## src/rtl/ls1u_bus_pkg.sv

```systemverilog
// Shared definitions for the LS1U bus unit.
// Holds the FSM state encoding and the transfer-type codes, so the unit and
// anything that inspects it agree on one encoding.
package ls1u_bus_pkg;

  typedef enum logic [2:0] {
    StIdle,
    StArb,
    StAddr,
    StData,
    StDone
  } state_t;

  typedef enum logic [1:0] {
    XferWrite,
    XferRead,
    XferLine
  } xfer_t;

endpackage

```

## src/rtl/ls1u_bus_unit_if.sv

```systemverilog
// Bus-side signal bundle of the LS1U bus unit.
// master: the bus unit (drives address/control/write data, bus_req, hreset_n)
// slave : the bus slave + arbiter (drives hready, hresp, hrdata, bus_ack)
interface ls1u_bus_unit_if #(
  parameter int unsigned BUS_ADDR = 24
) ();

  logic [BUS_ADDR-1:0] haddr;
  logic                hwrite;
  logic                hburst;
  logic                htrans;
  logic [7:0]          hwdata;
  logic                hready;
  logic                hresp;
  logic                hreset_n;
  logic [7:0]          hrdata;
  logic                bus_ack;
  logic                bus_req;

  modport master (
    output haddr, hwrite, hburst, htrans, hwdata, hreset_n, bus_req,
    input  hready, hresp, hrdata, bus_ack
  );

  modport slave (
    input  haddr, hwrite, hburst, htrans, hwdata, hreset_n, bus_req,
    output hready, hresp, hrdata, bus_ack
  );

endinterface

```

## src/rtl/ls1u_bus_unit.sv

```systemverilog
// LS1U bus unit: turns cache requests (single-byte write-through, single-byte
// read, line burst read) into non-overlapped address/data phase bus cycles.
// Ports:
//   clk, rst                   clock, synchronous active-high reset
//   write_through_req          single-byte write request (highest priority)
//   read_line_req              line (burst) read request
//   read_req                   single-byte read request (lowest priority)
//   pa, wt_data                transaction address and write byte
//   line_data, addr_count      captured read byte and its beat index
//   line_write                 one-cycle strobe per good line-read beat
//   trans_rdy, bus_error       completion pulse and failure flag
//   bus                        bus-side signals (master modport)
module ls1u_bus_unit
  import ls1u_bus_pkg::*;
#(
  parameter int unsigned BUS_ADDR  = 24,
  parameter int unsigned MAX_BURST = 256
) (
  input  logic                clk,
  input  logic                rst,
  input  logic                write_through_req,
  input  logic                read_req,
  input  logic                read_line_req,
  input  logic [BUS_ADDR-1:0] pa,
  input  logic [7:0]          wt_data,
  output logic [7:0]          line_data,
  output logic [7:0]          addr_count,
  output logic                line_write,
  output logic                trans_rdy,
  output logic                bus_error,
  ls1u_bus_unit_if.master     bus
);

  localparam int unsigned BeatW = $clog2(MAX_BURST);
  localparam logic [BeatW-1:0] LastBeat = BeatW'(MAX_BURST - 1);

  state_t              r_state;
  xfer_t               r_type;
  logic [BUS_ADDR-1:0] r_pa;
  logic [7:0]          r_wdata;
  logic [BeatW-1:0]    r_beat;
  logic [BUS_ADDR-1:0] r_haddr;
  logic                r_hwrite;
  logic                r_hburst;
  logic                r_htrans;
  logic [7:0]          r_hwdata;
  logic                r_bus_req;
  logic [7:0]          r_line_data;
  logic [7:0]          r_addr_count;
  logic                r_line_write;
  logic                r_trans_rdy;
  logic                r_bus_error;

  logic [BeatW-1:0]    w_beat_inc;
  logic                w_any_req;

  assign w_beat_inc = r_beat + 1'b1;
  assign w_any_req  = write_through_req | read_line_req | read_req;

  // Outputs are registered together with the state, so each output value is
  // the one belonging to the state being entered.
  always_ff @(posedge clk) begin
    if (rst) begin
      r_state      <= StIdle;
      r_type       <= XferRead;
      r_pa         <= '0;
      r_wdata      <= '0;
      r_beat       <= '0;
      r_haddr      <= '0;
      r_hwrite     <= 1'b0;
      r_hburst     <= 1'b0;
      r_htrans     <= 1'b0;
      r_hwdata     <= '0;
      r_bus_req    <= 1'b0;
      r_line_data  <= '0;
      r_addr_count <= '0;
      r_line_write <= 1'b0;
      r_trans_rdy  <= 1'b0;
      r_bus_error  <= 1'b0;
    end else begin
      r_line_write <= 1'b0;
      r_trans_rdy  <= 1'b0;
      unique case (r_state)
        StIdle: begin
          if (write_through_req) begin
            r_type <= XferWrite;
          end else if (read_line_req) begin
            r_type <= XferLine;
          end else begin
            r_type <= XferRead;
          end
          if (w_any_req) begin
            r_pa      <= pa;
            r_wdata   <= wt_data;
            r_beat    <= '0;
            r_bus_req <= 1'b1;
            r_state   <= StArb;
          end
        end
        StArb: begin
          if (bus.bus_ack) begin
            r_htrans <= 1'b1;
            r_hwrite <= (r_type == XferWrite);
            r_hburst <= (r_type == XferLine);
            // Burst beats walk the low address bits; r_beat is zero here.
            r_haddr  <= (r_type == XferLine) ? {r_pa[BUS_ADDR-1:BeatW], r_beat} : r_pa;
            r_state  <= StAddr;
          end
        end
        StAddr: begin
          if (bus.hready) begin
            r_htrans <= 1'b0;
            r_hwdata <= r_wdata;
            r_state  <= StData;
          end
        end
        StData: begin
          if (bus.hready) begin
            if (r_type != XferWrite) begin
              r_line_data  <= bus.hrdata;
              r_addr_count <= 8'(r_beat);
            end
            if (bus.hresp) begin
              // Error aborts the transfer (and any remaining burst beats).
              r_bus_error <= 1'b1;
              r_trans_rdy <= 1'b1;
              r_bus_req   <= 1'b0;
              r_hwrite    <= 1'b0;
              r_hburst    <= 1'b0;
              r_state     <= StDone;
            end else begin
              r_line_write <= (r_type == XferLine);
              if ((r_type == XferLine) && (r_beat != LastBeat)) begin
                r_beat   <= w_beat_inc;
                r_haddr  <= {r_pa[BUS_ADDR-1:BeatW], w_beat_inc};
                r_htrans <= 1'b1;
                r_state  <= StAddr;
              end else begin
                r_trans_rdy <= 1'b1;
                r_bus_req   <= 1'b0;
                r_hwrite    <= 1'b0;
                r_hburst    <= 1'b0;
                r_state     <= StDone;
              end
            end
          end
        end
        StDone: begin
          // Requests seen here are ignored; requesters drop them after trans_rdy.
          r_bus_error <= 1'b0;
          r_state     <= StIdle;
        end
        default: r_state <= StIdle;
      endcase
    end
  end

  assign bus.haddr    = r_haddr;
  assign bus.hwrite   = r_hwrite;
  assign bus.hburst   = r_hburst;
  assign bus.htrans   = r_htrans;
  assign bus.hwdata   = r_hwdata;
  assign bus.bus_req  = r_bus_req;
  assign bus.hreset_n = !rst;

  assign line_data  = r_line_data;
  assign addr_count = r_addr_count;
  assign line_write = r_line_write;
  assign trans_rdy  = r_trans_rdy;
  assign bus_error  = r_bus_error;

endmodule

```

## src/flat_wrapper.sv

```systemverilog
// flat-port wrapper written by rule: the top's interface ports become plain ports
module ls1u_bus_unit_flat import ls1u_bus_pkg::*;
#(
  parameter int unsigned BUS_ADDR  = 24,
  parameter int unsigned MAX_BURST = 256
)
  (clk, rst, write_through_req, read_req, read_line_req, pa, wt_data, line_data, addr_count, line_write, trans_rdy, bus_error, bus_haddr, bus_hwrite, bus_hburst, bus_htrans, bus_hwdata, bus_hreset_n, bus_bus_req, bus_hready, bus_hresp, bus_hrdata, bus_bus_ack);
  ls1u_bus_unit_if #(.BUS_ADDR(BUS_ADDR)) bus_i ();
  input  logic clk;
  input  logic rst;
  input  logic write_through_req;
  input  logic read_req;
  input  logic read_line_req;
  input  logic [BUS_ADDR-1:0] pa;
  input  logic [7:0] wt_data;
  output logic [7:0] line_data;
  output logic [7:0] addr_count;
  output logic line_write;
  output logic trans_rdy;
  output logic bus_error;
  output wire logic [$bits(bus_i.haddr)-1:0] bus_haddr;
  output wire logic [$bits(bus_i.hwrite)-1:0] bus_hwrite;
  output wire logic [$bits(bus_i.hburst)-1:0] bus_hburst;
  output wire logic [$bits(bus_i.htrans)-1:0] bus_htrans;
  output wire logic [$bits(bus_i.hwdata)-1:0] bus_hwdata;
  output wire logic [$bits(bus_i.hreset_n)-1:0] bus_hreset_n;
  output wire logic [$bits(bus_i.bus_req)-1:0] bus_bus_req;
  input wire logic [$bits(bus_i.hready)-1:0] bus_hready;
  input wire logic [$bits(bus_i.hresp)-1:0] bus_hresp;
  input wire logic [$bits(bus_i.hrdata)-1:0] bus_hrdata;
  input wire logic [$bits(bus_i.bus_ack)-1:0] bus_bus_ack;
  assign bus_haddr = bus_i.haddr;
  assign bus_hwrite = bus_i.hwrite;
  assign bus_hburst = bus_i.hburst;
  assign bus_htrans = bus_i.htrans;
  assign bus_hwdata = bus_i.hwdata;
  assign bus_hreset_n = bus_i.hreset_n;
  assign bus_bus_req = bus_i.bus_req;
  assign bus_i.hready = bus_hready;
  assign bus_i.hresp = bus_hresp;
  assign bus_i.hrdata = bus_hrdata;
  assign bus_i.bus_ack = bus_bus_ack;
  ls1u_bus_unit #(.BUS_ADDR(BUS_ADDR), .MAX_BURST(MAX_BURST)) u_core (.clk(clk), .rst(rst), .write_through_req(write_through_req), .read_req(read_req), .read_line_req(read_line_req), .pa(pa), .wt_data(wt_data), .line_data(line_data), .addr_count(addr_count), .line_write(line_write), .trans_rdy(trans_rdy), .bus_error(bus_error), .bus(bus_i));
endmodule
```

## config.mk

```make
export PLATFORM = sky130hd
export DESIGN_NAME = ls1u_bus_unit_flat
export DESIGN_NICKNAME = d
export VERILOG_FILES = /design/src/rtl/ls1u_bus_pkg.sv /design/src/rtl/ls1u_bus_unit_if.sv /design/src/rtl/ls1u_bus_unit.sv /design/src/flat_wrapper.sv
export SDC_FILE = /design/constraint.sdc
export NUM_CORES = 1
export LEC_CHECK = 0
export ABC_AREA = 1
export CORE_MARGIN = 10
export CORE_UTILIZATION = 44
export CTS_BUF_LIST = sky130_fd_sc_hd__clkbuf_16
export DETAILED_ROUTE_END_ITERATION = 10
export PLACE_DENSITY = 0.73
export SKIP_CTS_REPAIR_TIMING = 1
export SLEW_MARGIN = 25
export SYNTH_ARGS = -nofsm -noshare
export SYNTH_HDL_FRONTEND = slang
export SYNTH_SLANG_ARGS = --single-unit
export TNS_END_PERCENT = 50
```

## constraint.sdc

```tcl
create_clock -name clk -period 1.45 [get_ports clk]
set_input_delay 0.29 -clock clk [delete_from_list [all_inputs] [get_ports clk]]
set_output_delay 0.29 -clock clk [all_outputs]
set_load 0.01 [all_outputs]
```

==> results.py <==
metrics = {
    "status": {
        "outcome": "finished with violations",
        "violations": "setup timing",
    },
    "cells_and_area": {
        "insertedDiodeCount": 0,
        "n_fill_cell": 630,
        "register_area_mm2": 0.00201,
        "multi_input_comb_area_mm2": 0.00218,
        "final_nets": 762,
        "fin_util_pct": 73.0,
        "area_growth_syn_to_layout_pct": 63.5,
        "drive_above_1_share_pct": 24.2,
    },
    "min_path": {
        "hold_class": "input port to register",
        "min_to": "u_core.r_state[2]",
        "min_path_cells": 4,
        "worstHoldStart": "bus_hready",
    },
    "placement": {
        "dp_slack_ns": -0.369,
        "dpl.hpwl_um": 8630,
        "io_buffers": 103,
        "gp_congestion": 0.904,
    },
    "pwr": {
        "peakVddDrop_mv": 0.642,
        "pwr_density_cell_mw_per_mm2": 1200,
        "leakage_nw": 3.68,
    },
    "critical_path": {
        "ff2ff_setup_slack_ns": -0.12,
        "crit_path_end_kind": "register",
        "critPathKind": "register to register",
        "r2r_end": "u_core.bus.haddr[14]",
        "start_kind": "register",
        "cp.required_ns": 1.73,
        "r2r_cells": 10,
        "arrival_ns": 1.85,
        "crit_fanout": 7,
        "timing.rr.start": "u_core.r_beat[1]",
    },
    "logic_synthesis": {
        "synth_nets": 610,
        "synth_top_area_share_pct": 49.2,
        "syn_avg_cell_area_um2": 7.25,
        "yosysUniqueCellTypes": 27,
        "yosys_warnings": 0,
        "syn_inst": 561,
        "synth.largest_area_cell": "dfxtp_1",
        "netlist_area_mm2": 0.00407,
        "synthTopCellsByArea": "dfxtp_1, nor2_1, nand2_1, o21ai_0, nand3_1",
        "ys_seq_area_share_pct": 49.2,
        "synth_seq_cells": 100,
    },
    "global_routing": {
        "grt_pass1_wl_um": 18700,
        "grt_overflow": 0,
        "grt_util_all_layers_pct": 17.3,
        "antenna_found_initial": 0,
        "grt_pass1_vias": 4002,
        "grt_max_degree": 35,
    },
    "routing": {
        "vias_per_cell": 5.32,
        "routed_wl_um": 14100,
        "firstDrtPassIters": 5,
        "vias": 4413,
        "drc_errors": 0,
        "ant_nets": 0,
        "wl_per_cell_um": 17.0,
        "drt-initial-drc-count": 345,
    },
    "clock_network": {
        "cts_buffer_depth": 2,
        "cts_made_buffers": 9,
        "cts.sinks": 100,
        "clock_latency_ns": 0.36,
        "cts-root-buf": "clkbuf_16",
        "cts_tree": "done",
        "htree_levels": 3,
        "clk_pin_slew_ns": 0.08,
    },
    "die": {
        "rows": 35,
        "die_w_um": 116,
        "io_pins": 104,
        "initial_utilization_pct": 44.7,
        "core_mm2": 0.00911,
        "die-area_mm2": 0.0135,
        "dieHeight_um": 116,
    },
    "sta": {
        "period_share_pct": 108,
        "fmax_mhz": 638,
        "skew_ns": 0.0124,
        "final-setup-viol-count": 44,
        "tightest_slew_ns": 0.456,
        "rsz0062_at_grt": "yes",
        "finalSetupTns_ns": -1.99,
        "fin_ws_ns": -0.119,
        "slew_headroom_pct": 69.6,
        "finalWorstPathRequiredPeriod_ns": 1.57,
        "finalHoldViolations": 0,
        "fin_hold_ws_ns": 0.442,
        "drv_slew": 0,
    },
    "run": {
        "drv_cap": 0,
    },
}
layout make-up:
| cell class | instances | area share [%] |
|---|---|---|
| Sequential cell | 100 | 30.3 |
| Tap cell | 111 | 2.09 |
| Timing Repair inverter | 1 | 0.113 |
| Multi-Input combinational cell | 397 | 32.8 |
| Timing Repair Buffer | 166 | 28.0 |
| Inverter | 38 | 2.37 |
| Clock buffer | 9 | 3.38 |
| Clock inverter | 7 | 0.997 |
routing by layer:
metal / vias to the layer above / track usage [%] / wire length, um
met2: 165 / 30.5 / 7280
met3: 28 / 5.55 / 821
met4: 0 / 5.67 / 288
li1: 2127 / - / -
met5: - / 0 / 0
met1: 2093 / 19.2 / 5740
critical path, stage by stage (launching register included):
cell	delay (ns)
dfxtp_2	0.37
ha_4	0.16
nand2_4	0.05
nor2_4	0.12
nand2_2	0.09
nand2_4	0.14
nand2_8	0.10
buf_12	0.15
nand2_8	0.13
nand2_4	0.06
a21oi_2	0.14
how the worst max path moves through the flow:
stage | from | endpoint | slack [ns] | cells after the start
after floorplan | u_core.r_beat[1] | u_core.bus.haddr[0] | 0.005 | 9
after global placement | bus_hready | u_core.bus.haddr[2] | -0.30 | 9
after detailed placement | bus_hready | u_core.bus.haddr[7] | -0.37 | 8
after CTS | rst | bus_hreset_n | -0.27 | 3
after global routing | u_core.r_state[1] | u_core.bus.haddr[7] | -0.20 | 9
final | u_core.r_beat[1] | u_core.bus.haddr[14] | -0.12 | 10
through the flow:
step | total power, W | instance area [um2] | std cells
after floorplan | 0.00433 | 4070 | 561
after global placement | 0.00508 | 5440 | 787
after detailed placement | 0.00514 | 5440 | 787
after CTS | 0.00746 | 5730 | 803
after global routing | 0.00836 | 6650 | 829
final | 0.00798 | 6650 | 829
sequential cells by signal (all words and copies together) (netlist names), 2 cells and up:
register           flops
u_core.bus.haddr      24
u_core.r_pa           24
u_core.addr_count      8
u_core.bus.hwdata      8
u_core.line_data       8
u_core.r_beat          8
u_core.r_wdata         8
u_core.r_state         3
u_core.r_type          2
cell usage after synthesis:
cell and instances:
nand2_4 1, clkbuf_1 11, a21oi_4 1, a211oi_1 1
nor3_1 2, nand2_2 4, inv_2 2, buf_6 2
inv_1 35, dfxtp_1 100, a31oi_1 1, nor2_4 3
ha_1 1, o211ai_1 4, buf_4 3, buf_2 13
a21oi_1 46, nand2_1 99, a21boi_0 2, nand3_1 50
buf_1 1, nor2_1 118, clkinv_1 1, nor4_1 1
o31ai_1 1, o21ai_0 56, nor2_2 2
placed cells by master (no fill, tap or decap), types with 31 or more instances in the layout:
cell type	n
nand3_1	42
a21oi_1	32
nor2_1	107
dfxtp_1	93
buf_4	40
nand2_1	76
inv_1	31
o21ai_0	38
dlymetal6s2s_1	57
clkdlybuf4s50_1	46
where the power goes:
part	total (W)	internal (W)	switching, W
registers	0.00328	0.00307	0.000205
logic	0.00234	0.00106	0.00128
clock network	0.00236	0.00121	0.00115
total	0.00798	0.00535	0.00263
cell families after synthesis:
family | count (synthesis) | share of synthesized area (%)
DFF | 100 | 49.2
adders and majority gates | 1 | 0.307
AOI/OAI and AO/OA | 112 | 14.6
and+or+nand+nor | 280 | 28.6
buffers and inverters | 68 | 7.32
(Power assumes the default switching activity.)
